$ cat config.mk
export PLATFORM = sky130hd
export DESIGN_NAME = matrix_op_sequencer_flat
export DESIGN_NICKNAME = d
export VERILOG_FILES = /design/src/rtl/matrix_op_sequencer_if.sv /design/src/rtl/matrix_op_sequencer.sv /design/src/flat_wrapper.sv
export SDC_FILE = /design/constraint.sdc
export NUM_CORES = 1
export LEC_CHECK = 0
export ABC_AREA = 1
export BUFFER_PORTS_ARGS = -buffer_cell sky130_fd_sc_hd__buf_2
export CORE_MARGIN = 2
export CORE_UTILIZATION = 33
export CTS_BUF_LIST = sky130_fd_sc_hd__clkbuf_4 sky130_fd_sc_hd__clkbuf_8
export DETAILED_ROUTE_END_ITERATION = 6
export GPL_TIMING_DRIVEN = 0
export PLACE_DENSITY = 0.53
export SLEW_MARGIN = 10
export SYNTH_ARGS = -nofsm -noshare
export SYNTH_HDL_FRONTEND = slang
export SYNTH_SLANG_ARGS = --single-unit
$ cat constraint.sdc
create_clock -name clk -period 6.9 [get_ports clk]
set_input_delay 1.38 -clock clk [delete_from_list [all_inputs] [get_ports clk]]
set_output_delay 1.38 -clock clk [all_outputs]
set_load 0.01 [all_outputs]
$ cat src/rtl/matrix_op_sequencer_if.sv
`default_nettype none
// ============================================================================
// Module      : matrix_op_sequencer_if
// Description : Request/response bundle for the sequenced 2x2 matrix engine.
//               The master drives start/op/operands; the slave returns
//               busy/done/err and the packed result.
// Revision    : 1.0 - initial release
// ============================================================================
interface matrix_op_sequencer_if #(
    parameter int EW = 3,
    parameter int RW = 2 * EW + 1
);
    logic              start;
    logic [1:0]        op;
    logic [4*EW-1:0]   a;
    logic [4*EW-1:0]   b;
    logic              busy;
    logic              done;
    logic              err;
    logic [4*RW-1:0]   c;

    modport master (output start, op, a, b, input busy, done, err, c);
    modport slave  (input start, op, a, b, output busy, done, err, c);
endinterface
`default_nettype wire

$ cat src/rtl/matrix_op_sequencer.sv
`default_nettype none
// ============================================================================
// Module      : matrix_op_sequencer
// Description : Time-shared 2x2 matrix add / subtract / multiply engine.
//               One multiplier and one adder/subtractor are walked over the
//               four result elements; the result is published on entry to
//               FIN together with a one-cycle done pulse.
// Revision    : 1.0 - initial release
// ============================================================================
module matrix_op_sequencer #(
    parameter int EW = 3
) (
    input  logic                  clk,
    input  logic                  rst_n,
    matrix_op_sequencer_if.slave  bus
);
    localparam int RW = 2 * EW + 1;

    localparam logic [1:0] C_OP_SUB = 2'b01;
    localparam logic [1:0] C_OP_MUL = 2'b10;
    localparam logic [1:0] C_OP_ILL = 2'b11;

    typedef enum logic [1:0] {
        IDLE = 2'd0,
        EXEC = 2'd1,
        FIN  = 2'd2
    } state_t;

    state_t            r_state;
    state_t            w_state_next;
    logic              w_accept;
    logic              w_last;

    logic [1:0]        r_op;
    logic [4*EW-1:0]   r_a;
    logic [4*EW-1:0]   r_b;
    logic [2:0]        r_step;
    logic [RW-1:0]     r_acc;
    logic [4*RW-1:0]   r_shadow;
    logic [4*RW-1:0]   r_c;

    logic              w_is_mul;
    logic [1:0]        w_idx;
    logic              w_phase;
    logic [EW-1:0]     w_mul_x;
    logic [EW-1:0]     w_mul_y;
    logic [RW-1:0]     w_prod;
    logic [RW-1:0]     w_add_x;
    logic [RW-1:0]     w_add_y;
    logic              w_subtract;
    logic [RW-1:0]     w_sum;
    logic              w_wr;
    logic [4*RW-1:0]   w_shadow_next;

    // Element k of a packed matrix, k = 2*row + col, element 0 in the MSBs.
    function automatic logic [EW-1:0] elem(input logic [4*EW-1:0] m, input logic [1:0] k);
        return m[(3 - int'(k))*EW +: EW];
    endfunction

    // State register; reset aborts any operation in flight.
    always_ff @(posedge clk or negedge rst_n) begin
        if (!rst_n) begin
            r_state <= IDLE;
        end else begin
            r_state <= w_state_next;
        end
    end

    // Next-state logic; start is only looked at while idle.
    always_comb begin
        w_state_next = r_state;
        w_accept     = 1'b0;
        w_last       = w_is_mul ? (r_step == 3'd7) : (r_step == 3'd3);
        case (r_state)
            IDLE: begin
                if (bus.start) begin
                    w_accept     = 1'b1;
                    w_state_next = (bus.op == C_OP_ILL) ? FIN : EXEC;
                end
            end
            EXEC:    if (w_last) w_state_next = FIN;
            FIN:     w_state_next = IDLE;
            default: w_state_next = IDLE;
        endcase
    end

    // Shared datapath: multiply uses two steps per element (row-col dot
    // product), add/sub one step per element.
    always_comb begin
        w_is_mul   = (r_op == C_OP_MUL);
        w_idx      = w_is_mul ? r_step[2:1] : r_step[1:0];
        w_phase    = r_step[0];
        w_mul_x    = elem(r_a, {w_idx[1], w_phase});
        w_mul_y    = elem(r_b, {w_phase, w_idx[0]});
        w_prod     = RW'(w_mul_x) * RW'(w_mul_y);
        w_subtract = 1'b0;
        if (w_is_mul) begin
            w_add_x = r_acc;
            w_add_y = w_prod;
        end else begin
            w_add_x    = RW'(elem(r_a, w_idx));
            w_add_y    = RW'(elem(r_b, w_idx));
            w_subtract = (r_op == C_OP_SUB);
        end
        // RW-bit wraparound of the zero-extended difference is exactly the
        // sign-extended two's complement result.
        w_sum = w_subtract ? (w_add_x - w_add_y) : (w_add_x + w_add_y);
        w_wr  = (r_state == EXEC) && (!w_is_mul || w_phase);
        w_shadow_next = r_shadow;
        if (w_wr) begin
            w_shadow_next[(3 - int'(w_idx))*RW +: RW] = w_sum;
        end
    end

    // Operand latches, step counter, accumulator, shadow and published result.
    always_ff @(posedge clk or negedge rst_n) begin
        if (!rst_n) begin
            r_op     <= '0;
            r_a      <= '0;
            r_b      <= '0;
            r_step   <= '0;
            r_acc    <= '0;
            r_shadow <= '0;
            r_c      <= '0;
        end else if (w_accept) begin
            r_op   <= bus.op;
            r_a    <= bus.a;
            r_b    <= bus.b;
            r_step <= '0;
            r_acc  <= '0;
            if (bus.op == C_OP_ILL) begin
                r_c <= '0;
            end
        end else if (r_state == EXEC) begin
            r_step   <= r_step + 3'd1;
            r_shadow <= w_shadow_next;
            if (w_is_mul && !w_phase) begin
                r_acc <= w_prod;
            end
            // The final element lands in the same edge that enters FIN, so
            // publish the shadow including that write.
            if (w_last) begin
                r_c <= w_shadow_next;
            end
        end
    end

    assign bus.busy = (r_state != IDLE);
    assign bus.done = (r_state == FIN);
    assign bus.err  = (r_state == FIN) && (r_op == C_OP_ILL);
    assign bus.c    = r_c;

endmodule
`default_nettype wire

$ cat src/flat_wrapper.sv
// flat-port wrapper written by rule: the top's interface ports become plain ports
module matrix_op_sequencer_flat 
#(
    parameter int EW = 3
)
  (clk, rst_n, bus_start, bus_op, bus_a, bus_b, bus_busy, bus_done, bus_err, bus_c);
  matrix_op_sequencer_if #(.EW(EW)) bus_i ();
  input  logic clk;
  input  logic rst_n;
  input wire logic [$bits(bus_i.start)-1:0] bus_start;
  input wire logic [$bits(bus_i.op)-1:0] bus_op;
  input wire logic [$bits(bus_i.a)-1:0] bus_a;
  input wire logic [$bits(bus_i.b)-1:0] bus_b;
  output wire logic [$bits(bus_i.busy)-1:0] bus_busy;
  output wire logic [$bits(bus_i.done)-1:0] bus_done;
  output wire logic [$bits(bus_i.err)-1:0] bus_err;
  output wire logic [$bits(bus_i.c)-1:0] bus_c;
  assign bus_i.start = bus_start;
  assign bus_i.op = bus_op;
  assign bus_i.a = bus_a;
  assign bus_i.b = bus_b;
  assign bus_busy = bus_i.busy;
  assign bus_done = bus_i.done;
  assign bus_err = bus_i.err;
  assign bus_c = bus_i.c;
  matrix_op_sequencer #(.EW(EW)) u_core (.clk(clk), .rst_n(rst_n), .bus(bus_i));
endmodule
==> results.py <==
metrics = {
    "outcome": {
        "outcome": "complete, no violations",
    },
    "grt": {
        "grt_pass1_wl_um": 26780,
        "use_met3_pct": 2.148,
        "overflow": 0,
        "antenna_found_initial": 0,
        "grt.met1_usage_pct": 26.79,
        "grt_use_total_pct": 18.27,
        "grt_pass1_vias": 5172,
        "busiest_layer": "met2",
        "grt_max_degree": 63,
        "gr-usage-met2_pct": 27.61,
    },
    "worst_hold_path": {
        "whs_endpoint": "u_core.bus.c[7]$_DFFE_PN0P_",
        "min_path_cells": 2,
        "hold_path_class": "reg2reg",
        "min_from": "u_core.bus.c[7]$_DFFE_PN0P_",
    },
    "worst_setup_path": {
        "r2r_cells": 38,
        "crit_path_top_delay_cell": "dfrtp_2",
        "timing.rr.end": "u_core.bus.c[6]$_DFFE_PN0P_",
        "crit_path_frequent_cell": "nand2_1",
        "crit_type": "reg2reg",
        "timing.rr.start": "u_core.r_op[1]$_DFFE_PN0P_",
        "worst_ep_arrival_time_ns": 6.68,
        "r2r_slack_ns": 0.55,
        "required_ns": 7.23,
        "cp_num_buf_inv": 7,
        "crit_family": "adder cells",
        "worst_setup_path_start_kind": "flip-flop",
        "endpoint_kind": "flip-flop",
        "slowest_delay_ns": 0.50,
        "crit_fanout": 13,
    },
    "synthesis": {
        "netlist_instances": 770,
        "synth_area_leaders": "dfrtp_1, nand2_1, o21ai_0",
        "yosysTopAreaCell": "dfrtp_1",
        "ys.flop_type": "dfrtp_1",
        "yosysSeqAreaShare_pct": 40.13,
        "syn_area_per_cell_um2": 7.532,
        "synth_edf_count": 0,
        "yosysUniqueCellTypes": 53,
        "syn_area_um2": 5799,
        "ys_seq_elements": 93,
        "syn-num-nets": 823,
        "synthArstFlopShare_pct": 100.0,
        "ys_warn_count": 0,
        "yosysTopAreaCellShare_pct": 40.13,
    },
    "floorplanning": {
        "die_y_um": 136.6,
        "placementRows": 48,
        "start_util_pct": 33.65,
        "coreArea_um2": 17240,
        "io_pins": 60,
        "die_area_um2": 18650,
        "die_w_um": 136.6,
    },
    "route": {
        "routedWlPerCell_um": 15.16,
        "wirelength_um": 16180,
        "via_per_inst": 5.042,
        "drt-pass1-iter-count": 5,
        "drtIter0Drc": 299,
        "drc": 0,
        "ant_nets": 0,
        "num_vias": 5380,
    },
    "clock_network": {
        "cts_root_buf": "clkbuf_8",
        "worstSkewPairLatency_ns": 0.39,
        "clockBufferDepth": 2,
        "cts_tree": "done",
        "cts.sinks": 93,
        "cts_max_level": 3,
        "path_clk_slew_ns": 0.10,
        "numCtsBuffers": 9,
    },
    "finish": {
        "syn2layout_area_growth_pct": 15.15,
        "drive_gt1_share_pct": 16.51,
        "antenna_cells": 0,
        "final_nets": 890,
        "final_area_um2": 6678,
    },
    "place": {
        "place_area_um2": 6406,
        "hpwl_um": 12250,
        "post-place-ws_ns": -0.4912,
        "place.gp.congestion": 0.9384,
        "io_buffers": 59,
    },
    "sta": {
        "layout_setup_ws_ns": 0.5528,
        "post-route-period-util_pct": 91.99,
        "rsz0062_at_grt": "false",
        "tns_ns": 0,
        "whs_ns": 0.4820,
        "period_minus_slack_ns": 6.347,
        "drv_slew": 0,
        "hold_violations": 0,
        "worst_pin_slew_ns": 0.8347,
        "setup_viol": 0,
        "clock_skew_ns": 0.01336,
        "timing.fmax_ghz": 0.1576,
        "slew_headroom_pct": 44.35,
    },
    "job": {
        "max-cap-violations": 0,
    },
}
-- routing by layer --
| layer | up-vias | part of all wire (%) |
|---|---|---|
| met5 | - | 0 |
| met4 | 0 | 2.3 |
| met3 | 22 | 4.4 |
| met2 | 125 | 44 |
| met1 | 2529 | 50 |
| li1 | 2704 | - |
-- kinds of logic after synthesis --
group / Yosys count / synth area share, %
mux: 8 / 1.532
fa+ha+maj: 24 / 5.566
flops: 93 / 40.13
compound gates: 167 / 17.20
xor+xnor: 6 / 0.9061
simple gates: 356 / 26.82
buf+inv: 116 / 7.853
-- through the flow --
stage	std cells	utilization, %
finish	1067	38.74
detailed placement	1055	37.17
CTS	1069	38.39
floorplan	770	-
global placement	1054	36.99
global route	1067	38.74
-- Yosys cell counts (8+ instances only) --
cell type / instances
nand3_2: 8
nor2_1: 69
nand2_1: 193
o21ai_0: 59
ha_1: 21
clkbuf_1: 15
inv_1: 77
dfrtp_1: 93
o21ai_1: 9
nor3_1: 14
a21oi_1: 41
nand3_1: 45
buf_2: 15
o22ai_1: 8
-- state kept, by name, summed over array words and instances (netlist names) --
name and cells:
u_core.bus.c 28, u_core.r_a 12, u_core.r_acc 6, u_core.r_b 12, u_core.r_op 2, u_core.r_shadow 28, u_core.r_state 2, u_core.r_step 3
-- cell usage in the layout, fill, tap and decap left out, types with 14 or more instances in the layout --
| master | count |
|---|---|
| ha_1 | 19 |
| dfrtp_1 | 92 |
| buf_2 | 68 |
| nand3_1 | 45 |
| o21ai_0 | 57 |
| nor2_1 | 69 |
| inv_1 | 76 |
| nand2_1 | 193 |
| a21oi_1 | 41 |
| nor3_1 | 14 |
-- final cells by class --
type | count | area [um^2]
clock inverter | 7 | 62.56
buffer | 28 | 130.1
clock buffer | 9 | 123.9
timing repair buffer | 61 | 332.8
multi-input combinational | 561 | 3103
inverter | 83 | 315.3
fill | 1801 | 10560
sequential | 93 | 2328
tap | 225 | 281.5
-- how the worst max path moves through the flow --
stage | start | end | slack (ns) | cells past startpoint
floorplan | u_core.r_op[1]$_DFFE_PN0P_ | u_core.bus.c[6]$_DFFE_PN0P_ | 0.94 | 40
global placement | u_core.r_op[1]$_DFFE_PN0P_ | u_core.bus.c[6]$_DFFE_PN0P_ | -0.55 | 36
detailed placement | u_core.r_op[1]$_DFFE_PN0P_ | u_core.bus.c[6]$_DFFE_PN0P_ | -0.49 | 36
CTS | u_core.r_op[0]$_DFFE_PN0P_ | u_core.bus.c[6]$_DFFE_PN0P_ | 0.08 | 37
global route | u_core.r_op[1]$_DFFE_PN0P_ | u_core.bus.c[6]$_DFFE_PN0P_ | 0.05 | 38
finish | u_core.r_op[1]$_DFFE_PN0P_ | u_core.bus.c[6]$_DFFE_PN0P_ | 0.55 | 38
-- what timing repair did --
item,4_1_cts,5_1_grt
pin swaps,0,1
hold buffers,0,0
resized for setup,10,13
endpoints found under the setup margin,42,45
setup buffers,0,1
-- worst register-to-register path, delay by kind of cell (launching register included) --
family / cells / cell delay, ns
adders and majority gates: 5 / 1.80
and+or+nand+nor: 14 / 1.57
AOI/OAI and AO/OA: 11 / 1.54
buffers and inverters: 7 / 0.72
DFF: 1 / 0.50
xor gates and xnor gates: 1 / 0.19
Power is left out: the tool's default activity adds up to more than one toggle a clock period on the data nets, which glitch-free logic cannot reach.
